===== src/rtl/rtc_scan_decoder.sv =====
// Recovers digit values and decimal points from a multiplexed 7-segment scan
// and publishes one frame per complete set of NDIG digits; flags scan loss.
module rtc_scan_decoder #(
  parameter int NDIG       = 6,
  parameter int STABLE_CNT = 1,
  parameter int TIMEOUT    = 1024
) (
  input  logic              i_sclk,
  input  logic              i_reset_n,
  input  logic [7:0]        i_digit_sel,
  input  logic [7:0]        i_seg_pat,
  output logic [4*NDIG-1:0] o_frame,
  output logic [NDIG-1:0]   o_frame_dp,
  output logic              o_frame_valid,
  output logic              o_pat_err,
  output logic              o_sel_err,
  output logic              o_scan_lost
);

  localparam int            IW   = $clog2(TIMEOUT + 1);
  localparam logic [3:0]    STAB = 4'(STABLE_CNT);
  localparam logic [IW-1:0] TMO  = IW'(TIMEOUT);

  typedef enum logic {COLLECT, PUBLISH} state_t;

  state_t              state_q, state_d;
  logic                in_vld_q;
  logic [7:0]          sel_q, pat_q, prev_sel_q, prev_pat_q;
  logic [3:0]          cnt_q, cnt_d;
  logic [4*NDIG-1:0]   buf_q, buf_d, frame_q, frame_d;
  logic [NDIG-1:0]     bdp_q, bdp_d, fdp_q, fdp_d, mask_q, mask_d;
  logic [IW-1:0]       idle_q, idle_d;
  logic                lost_q, lost_d, pat_err_q, pat_err_d, sel_err_q, sel_err_d;

  logic [3:0]          n_low;
  logic [2:0]          dig;
  logic                sel_ok, pair_same, accept;
  logic [3:0]          val;

  function automatic logic [3:0] seg_decode(input logic [6:0] s);
    case (s)
      7'h40:   seg_decode = 4'h0;
      7'h79:   seg_decode = 4'h1;
      7'h24:   seg_decode = 4'h2;
      7'h30:   seg_decode = 4'h3;
      7'h19:   seg_decode = 4'h4;
      7'h12:   seg_decode = 4'h5;
      7'h02:   seg_decode = 4'h6;
      7'h78:   seg_decode = 4'h7;
      7'h00:   seg_decode = 4'h8;
      7'h10:   seg_decode = 4'h9;
      7'h7F:   seg_decode = 4'hF;
      default: seg_decode = 4'hE;
    endcase
  endfunction

  always_comb begin
    n_low = '0;
    dig   = '0;
    for (int k = 0; k < 8; k++) n_low = n_low + {3'b000, ~sel_q[k]};
    for (int k = 0; k < NDIG; k++) if (!sel_q[k]) dig = 3'(k);
    sel_ok = (n_low == 4'd1) && (sel_q[NDIG-1:0] != '1);
    val    = seg_decode(pat_q[6:0]);

    // cnt_q == 0 marks "no previous sample", so the first sample after reset
    // never matches stale register contents.
    pair_same = (cnt_q != 4'd0) && (sel_q == prev_sel_q) && (pat_q == prev_pat_q);
    accept    = in_vld_q && sel_ok &&
                (pair_same ? (cnt_q == STAB - 4'd1) : (STABLE_CNT == 1));

    if (!in_vld_q)          cnt_d = 4'd0;
    else if (!pair_same)    cnt_d = 4'd1;
    else if (cnt_q == STAB) cnt_d = cnt_q;
    else                    cnt_d = cnt_q + 4'd1;

    if (accept)             idle_d = '0;
    else if (idle_q == TMO) idle_d = idle_q;
    else                    idle_d = idle_q + 1'b1;
    lost_d = (idle_d == TMO);

    buf_d  = buf_q;
    bdp_d  = bdp_q;
    mask_d = (state_q == PUBLISH) ? '0 : mask_q;
    if (lost_d) mask_d = '0;
    for (int k = 0; k < NDIG; k++) begin
      if (accept && dig == 3'(k)) begin
        buf_d[4*k +: 4] = val;
        bdp_d[k]        = ~pat_q[7];
        mask_d[k]       = 1'b1;
      end
    end

    frame_d = frame_q;
    fdp_d   = fdp_q;
    state_d = COLLECT;
    if (&mask_d) begin
      state_d = PUBLISH;
      frame_d = buf_d;
      fdp_d   = bdp_d;
    end

    pat_err_d = accept && (val == 4'hE);
    sel_err_d = in_vld_q && (n_low >= 4'd2);
  end

  always_ff @(posedge i_sclk or negedge i_reset_n) begin
    if (!i_reset_n) begin
      state_q    <= COLLECT;
      in_vld_q   <= 1'b0;
      sel_q      <= '0;
      pat_q      <= '0;
      prev_sel_q <= '0;
      prev_pat_q <= '0;
      cnt_q      <= '0;
      buf_q      <= '0;
      bdp_q      <= '0;
      mask_q     <= '0;
      frame_q    <= '0;
      fdp_q      <= '0;
      idle_q     <= '0;
      lost_q     <= 1'b0;
      pat_err_q  <= 1'b0;
      sel_err_q  <= 1'b0;
    end else begin
      state_q    <= state_d;
      in_vld_q   <= 1'b1;
      sel_q      <= i_digit_sel;
      pat_q      <= i_seg_pat;
      prev_sel_q <= sel_q;
      prev_pat_q <= pat_q;
      cnt_q      <= cnt_d;
      buf_q      <= buf_d;
      bdp_q      <= bdp_d;
      mask_q     <= mask_d;
      frame_q    <= frame_d;
      fdp_q      <= fdp_d;
      idle_q     <= idle_d;
      lost_q     <= lost_d;
      pat_err_q  <= pat_err_d;
      sel_err_q  <= sel_err_d;
    end
  end

  assign o_frame       = frame_q;
  assign o_frame_dp    = fdp_q;
  assign o_frame_valid = (state_q == PUBLISH);
  assign o_pat_err     = pat_err_q;
  assign o_sel_err     = sel_err_q;
  assign o_scan_lost   = lost_q;

endmodule

===== config.mk =====
export PLATFORM = sky130hd
export DESIGN_NAME = rtc_scan_decoder
export DESIGN_NICKNAME = d
export VERILOG_FILES = /design/src/rtl/rtc_scan_decoder.sv
export SDC_FILE = /design/constraint.sdc
export NUM_CORES = 1
export LEC_CHECK = 0
export ABC_AREA = 1
export BUFFER_PORTS_ARGS = -buffer_cell sky130_fd_sc_hd__buf_4
export CORE_ASPECT_RATIO = 0.8
export CORE_MARGIN = 5
export CORE_UTILIZATION = 25
export CTS_CLUSTER_DIAMETER = 40
export CTS_CLUSTER_SIZE = 28
export DETAILED_ROUTE_END_ITERATION = 10
export GPL_TIMING_DRIVEN = 0
export SLEW_MARGIN = 20
export SYNTH_ARGS = -nofsm -noshare
export SYNTH_HDL_FRONTEND = slang
export SYNTH_SLANG_ARGS = --single-unit

===== constraint.sdc =====
create_clock -name i_sclk -period 12 [get_ports i_sclk]
set_input_delay 1.2 -clock i_sclk [delete_from_list [all_inputs] [get_ports i_sclk]]
set_output_delay 1.2 -clock i_sclk [all_outputs]
set_load 0.02 [all_outputs]

## Yosys cells after proc, flatten, opt, wreduce, memory -nomap -nowiden

Cells that the tools add are included.

- Register bits: 118
- Bits of input ports: 18
- Output and inout port bits: 34
- Word-level logic and storage cells: 110

- $add $sub $neg: 9
- Magnitude comparators: 1
- Eq/ne operators: 24
- Mux-type cells: 33
- Bitwise logic cells: 9
- Reduce and logical (&&, ||, !) cells: 18

Operators by type and width:

| operator | number |
|---|---|
| case mux 4 bit (11 select lines) | 1 |
| two-way mux 4 bit | 9 |
| equality test 7 bit (second input constant) | 4 |
| equality test 11 bit (second input constant) | 2 |
| two-way mux 11 bit | 2 |
| equality test 7 x 5 -> 1 bit (second input constant) | 3 |
| adder 4 x 1 -> 4 bit | 4 |
| equality test 8 bit | 2 |
| two-way mux 1 bit | 15 |
| equality test 7 x 6 -> 1 bit (second input constant) | 2 |
| logical AND 1 bit | 13 |
| two-way mux 6 bit | 2 |
| adder 11 x 1 -> 11 bit (second input constant) | 1 |
| inverter 1 bit | 9 |
| equality test 4 x 1 -> 1 bit (second input constant) | 2 |
| equality test 7 x 2 -> 1 bit (second input constant) | 1 |
| logical NOT 7 bit | 1 |
| equality test 3 x 2 -> 1 bit (second input constant) | 2 |
| equality test 3 bit (second input constant) | 2 |
| two-way mux 3 bit | 2 |
| != test 6 bit (second input constant) | 1 |
| AND reduction 6 bit | 1 |
| adder 3 x 1 -> 4 bit | 1 |
| adder 4 x 1 -> 4 bit (second input constant) | 1 |
| other kinds (10) | 11 |

## Logic depth before layout (Yosys ltp)

- Depth in word-level cells: 18
- Gate-level depth with buffers: 24
- Gate-level depth less buffers: 22

## Worst setup path after synthesis

OpenSTA, ideal clock, no wires.

- Path type: register -> register
- From: reg sel_q[0]
- To: reg frame_q[0], in the netlist o_frame[0]
- Setup time: 117 ps
- Arrival time: 3954 ps
- Required time: 11883 ps
- Path slack: 7929 ps
- Stages on the path, launching flop included: 25
- Buffers on the path: 2
- Clock period less this slack: 4071 ps
- Cells stage by stage: dfrtp_1 -> fa_1 -> inv_1 -> fa_1 -> fa_1 -> ha_1 -> inv_1 -> fa_1 -> or2_2 -> nand4_1 -> nor2_1 -> nand2_4 -> buf_6 -> o21ai_2 -> nand2_1 -> nor2_1 -> nand2_4 -> nand2_1 -> nand2_2 -> nand2_2 -> nor2_4 -> nand2_4 -> buf_6 -> nand2_1 -> nand2_1

- Cells in the longest elaborated chain, start to end: 17
- Elaborated cells between the ends (all ways): 34
- Classes of those cells: add/sub (7); eq/ne (4); mux (10); bitwise (1); reduce/logical (12)

RTL lines:

| item | line | RTL |
|---|---|---|
| start: declaration | 28 | `logic [7:0] sel_q, pat_q, prev_sel_q, prev_pat_q;` |
| start signal: assignment | 127 | `sel_q <= i_digit_sel;` |
| inverter 1 bit | 60 | `for (int k = 0; k < 8; k++) n_low = n_low + {3'b000, ~sel_q[k]};` |
| adder 1 x 1 -> 2 bit | 60 |  |
| adder 2 x 1 -> 3 bit | 60 |  |
| adder 3 x 1 -> 4 bit | 60 |  |
| adder 4 x 1 -> 4 bit (4 in series) | 60 |  |
| equality test 4 x 1 -> 1 bit | 62 | `sel_ok = (n_low == 4'd1) && (sel_q[NDIG-1:0] != '1);` |
| logical AND 1 bit | 62 |  |
| logical AND 1 bit | 68 | `accept = in_vld_q && sel_ok &&` |
| logical AND 1 bit * | 68 |  |
| two-way mux 11 bit | 76 | `if (accept) idle_d = '0;` |
| equality test 11 bit | 79 | `lost_d = (idle_d == TMO);` |
| two-way mux 6 bit | 84 | `if (lost_d) mask_d = '0;` |
| two-way mux 1 bit * | 86 | `if (accept && dig == 3'(k)) begin` |
| via mask_d[5] | 31 | `logic [NDIG-1:0] bdp_q, bdp_d, fdp_q, fdp_d, mask_q, mask_d;` |
| AND reduction 6 bit * | 96 | `if (&mask_d) begin` |
| end signal: assignment | 135 | `frame_q <= frame_d;` |
| end: declaration | 30 | `logic [4*NDIG-1:0] buf_q, buf_d, frame_q, frame_d;` |

The timed path passes the listed nets; every way through them passes the cells marked *.
A chain may end at the register's enable or synchronous reset.

## Worst setup path in the final report

- From: reg sel_q[0]
- To: reg frame_q[3], in the netlist o_frame[3]

The elaborated chain is that of the path after synthesis.

==> flow_summary_export.csv <==
group,metric,value,unit
worst_setup_path,crit_end,"o_frame[3]",
detailed_routing,routedWlPerCell,12.1,um
synthesis,ys_ff_latch,118,
clock_tree,cts_sinks,118,
floorplan,start_util,0.252,
synthesis,yosysMostFrequentCell,"nand2_1",
detailed_routing,viasPerCell,4.13,
synthesis,synth_area_leaders,"dfrtp_1 57%, nand2_1 12%, nand3_1 5.0%",
worst_setup_path,path_class,"reg2reg",
synthesis,synth-edff-count,0,
timing,skew,13.5,ps
worst_setup_path,path_max_fanout,10,
power,ir_worst_vdd,0.000104,V
placed_design,gp_congestion,0.840,
clock_tree,clock_path_buffers,2,
timing,timing.final.ws_setup,7550,ps
placed_design,place_area,5930,sq um
worst_setup_path,worstPathCellList,"fa_1, inv_1, fa_1, fa_1, ha_1, inv_1, fa_1, nand4_1, nor2_1, nand2_4, buf_6, inv_1, nand3_1, nand2_2, nand2_1, nor2_4, nand2_4, buf_6, nand2_1, nand2_1",
floorplan,rows,47,
global_routing,grt.overflow.total,0,
finish,layoutNonFillerInstCount,926,
worst_setup_path,critPathLaunch,"sel_q[0]",
global_routing,grt_pass1_wl,19.5,mm
clock_tree,cts_root_buf,"clkbuf_16",
clock_tree,cts_made_buffers,17,
timing,hold_viol_final,0,
worst_setup_path,r2r_setup_slack,7550,ps
detailed_routing,ant_nets,0,
placed_design,place_ws,7530,ps
worst_setup_path,crit_required,12290,ps
timing,rsz0062_at_grt,"no",
timing,min_period_over_period,0.371,
worst_setup_path,path_common_cell,"fa_1",
detailed_routing,drt-total-wl,11.2,mm
global_routing,grt_max_degree,80,
worst_setup_path,arrival,4740,ps
global_routing,grt_use_total,0.101,
clock_tree,clk_latency,400,ps
floorplan,dieArea,23700,sq um
timing,tightest_slew,701,ps
worst_setup_path,cp-start-kind,"register",
floorplan,ioPinCount,52,
finish,fillCellCount,2114,
detailed_routing,vias,3828,
synthesis,yosysSeqAreaShare,0.571,
clock_tree,cts_resized,0,
detailed_routing,drtIter0Drc,188,
finish,final_nets,676,
timing,setup_viol,0,
timing,max_slew_margin,0.533,
synthesis,ys_top_cells_by_count,"162 x nand2_1, 118 x dfrtp_1, 63 x inv_1",
synthesis,synth-async-reset-ratio,1.00,
synthesis,ys.flop_type,"dfrtp_1",
synthesis,synth_top_area_cell,"dfrtp_1",
placed_design,port_buffers,51,
global_routing,grt_pass1_vias,3863,
synthesis,synth_top_area_frac,0.571,
worst_setup_path,endpoint_kind,"register",
placed_design,dp_hpwl,7.92,mm
flow_run,drv_cap,0,
finish,fin_area,6500,sq um
detailed_routing,first_pass_iters,4,
worst_setup_path,r2r_start,"sel_q[0]",
timing,finalSetupTns,0,ps
finish,n_antenna_cell,0,
hold_path,hp-class,"reg2reg",
power,p_leak,3.40,nW
synthesis,avgSynthCellArea,9.02,sq um
finish,area.growth.synth_to_final,25.8,%
placed_design,placed_cells,895,
floorplan,core,20500,sq um
power,power,1.16,mW
floorplan,die-width,171,um
worst_setup_path,r2r_cells,20,
timing,max_clock_freq,0.225,GHz
synthesis,synth.distinct_cells,33,
finish,layout-drive-gt1-share,0.175,
outcome,status,"finished clean",
clock_tree,cts_tree,"yes",
power,powerDensity,178,nW/um^2
worst_setup_path,slowest_stage,"fa_1",
timing,slew_violations,0,
synthesis,synthCells,573,
synthesis,yosys_warnings,0,
detailed_routing,drc,0,
global_routing,antenna_found_initial,0,
timing,min_period,4450,ps
floorplan,die_h,139,um
clock_tree,postCtsSetupRepairBufs,0,
synthesis,synth.cell_area,5170,sq um
worst_setup_path,reg2reg_to,"o_frame[3]",
clock_tree,cts.htree.levels,4,
worst_setup_path,max_stage_delay,560,ps
clock_tree,cts.clk_slew.worst_paths,60,ps
clock_tree,postCtsHoldBufs,0,
synthesis,syn_nets,604,
[per-stage QoR]
| step | hold slack [ps] | utilization |
|---|---|---|
| after floorplan | 374 | - |
| after global placement | 404 | 0.287 |
| after detailed placement | 410 | 0.289 |
| after CTS | 422 | 0.317 |
| after global routing | 446 | 0.317 |
| final | 418 | 0.317 |
[power breakdown]
group	internal (mW)	switching, mW	total, mW
sequential	0.456	0.0299	0.486
clock	0.314	0.172	0.486
combinational	0.0687	0.118	0.187
[how the worst min path moves through the flow]
stage | startpoint | end | slack [ps] | depth (start not counted)
2_1_floorplan | sel_q[6] | prev_sel_q[6] | 370 | 0
3_3_place_gp | sel_q[7] | prev_sel_q[7] | 400 | 0
3_5_place_dp | sel_q[7] | prev_sel_q[7] | 410 | 0
4_1_cts | sel_q[7] | prev_sel_q[7] | 420 | 0
5_1_grt | sel_q[7] | prev_sel_q[7] | 450 | 0
6_report | sel_q[7] | prev_sel_q[7] | 420 | 0
[flip-flops by register name, summed over array words and instances (netlist names)]
| signal | count |
|---|---|
| buf_q | 24 |
| o_frame | 24 |
| idle_q | 11 |
| pat_q | 8 |
| prev_pat_q | 8 |
| prev_sel_q | 8 |
| sel_q | 8 |
| bdp_q | 6 |
| mask_q | 6 |
| o_frame_dp | 6 |
| cnt_q | 4 |
| in_vld_q | 1 |
| o_frame_valid | 1 |
| o_pat_err | 1 |
| o_scan_lost | 1 |
| o_sel_err | 1 |
[cell usage in the layout (no fill, tap or decap), drive strengths merged, types with 2 or more instances in the layout]
cell      netlist  layout
bufinv          0       2
buf            12      65
inv            67      67
clkbuf          4      26
xor2            7       7
dfrtp         118     118
nand4           4       4
nor2           49      49
nand2         170     170
xnor2           8       8
nand3          53      53
ha              9       9
nor3           14      14
fa              4       4
o21ai          38      38
clkinv          0       4
a21oi           4       4
nor4            5       5
clkinvlp        0       3
or2             2       2
[cell families (layout without fill, tap and decap cells)]
kind of cell	after synthesis	count (layout)	synth area share
compound gates	44	44	0.0452
fa+ha+maj	13	13	0.0373
simple gates	299	299	0.251
buf+inv	83	167	0.0694
xor+xnor	15	15	0.0254
flops	118	118	0.571
other cells	1	1	0.000725
[critical path, delay by kind of cell, from the launching register on]
kind,cells,cell delay [ps]
flops,1,440
simple gates,10,1120
fa+ha+maj,5,2140
buf+inv,5,640
[routing by layer]
metal | part of all wire | up-vias | GRT usage
met4 | 0.0030 | 0 | 0.0252
li1 | - | 1951 | -
met5 | 0 | - | 0
met1 | 0.52 | 1804 | 0.145
met2 | 0.44 | 65 | 0.149
met3 | 0.038 | 8 | 0.0302
[final cells by class]
cell class | count | area (sq um) | area share
buffer | 16 | 108 | 0.0165
inverter | 67 | 251 | 0.0387
sequential | 118 | 2950 | 0.454
clock buffer | 22 | 464 | 0.0714
timing repair buffer | 53 | 419 | 0.0644
clock inverter | 9 | 103 | 0.0158
tap | 269 | 337 | 0.0517
multi-input combinational | 372 | 1870 | 0.288
(Power assumes the default switching activity.)
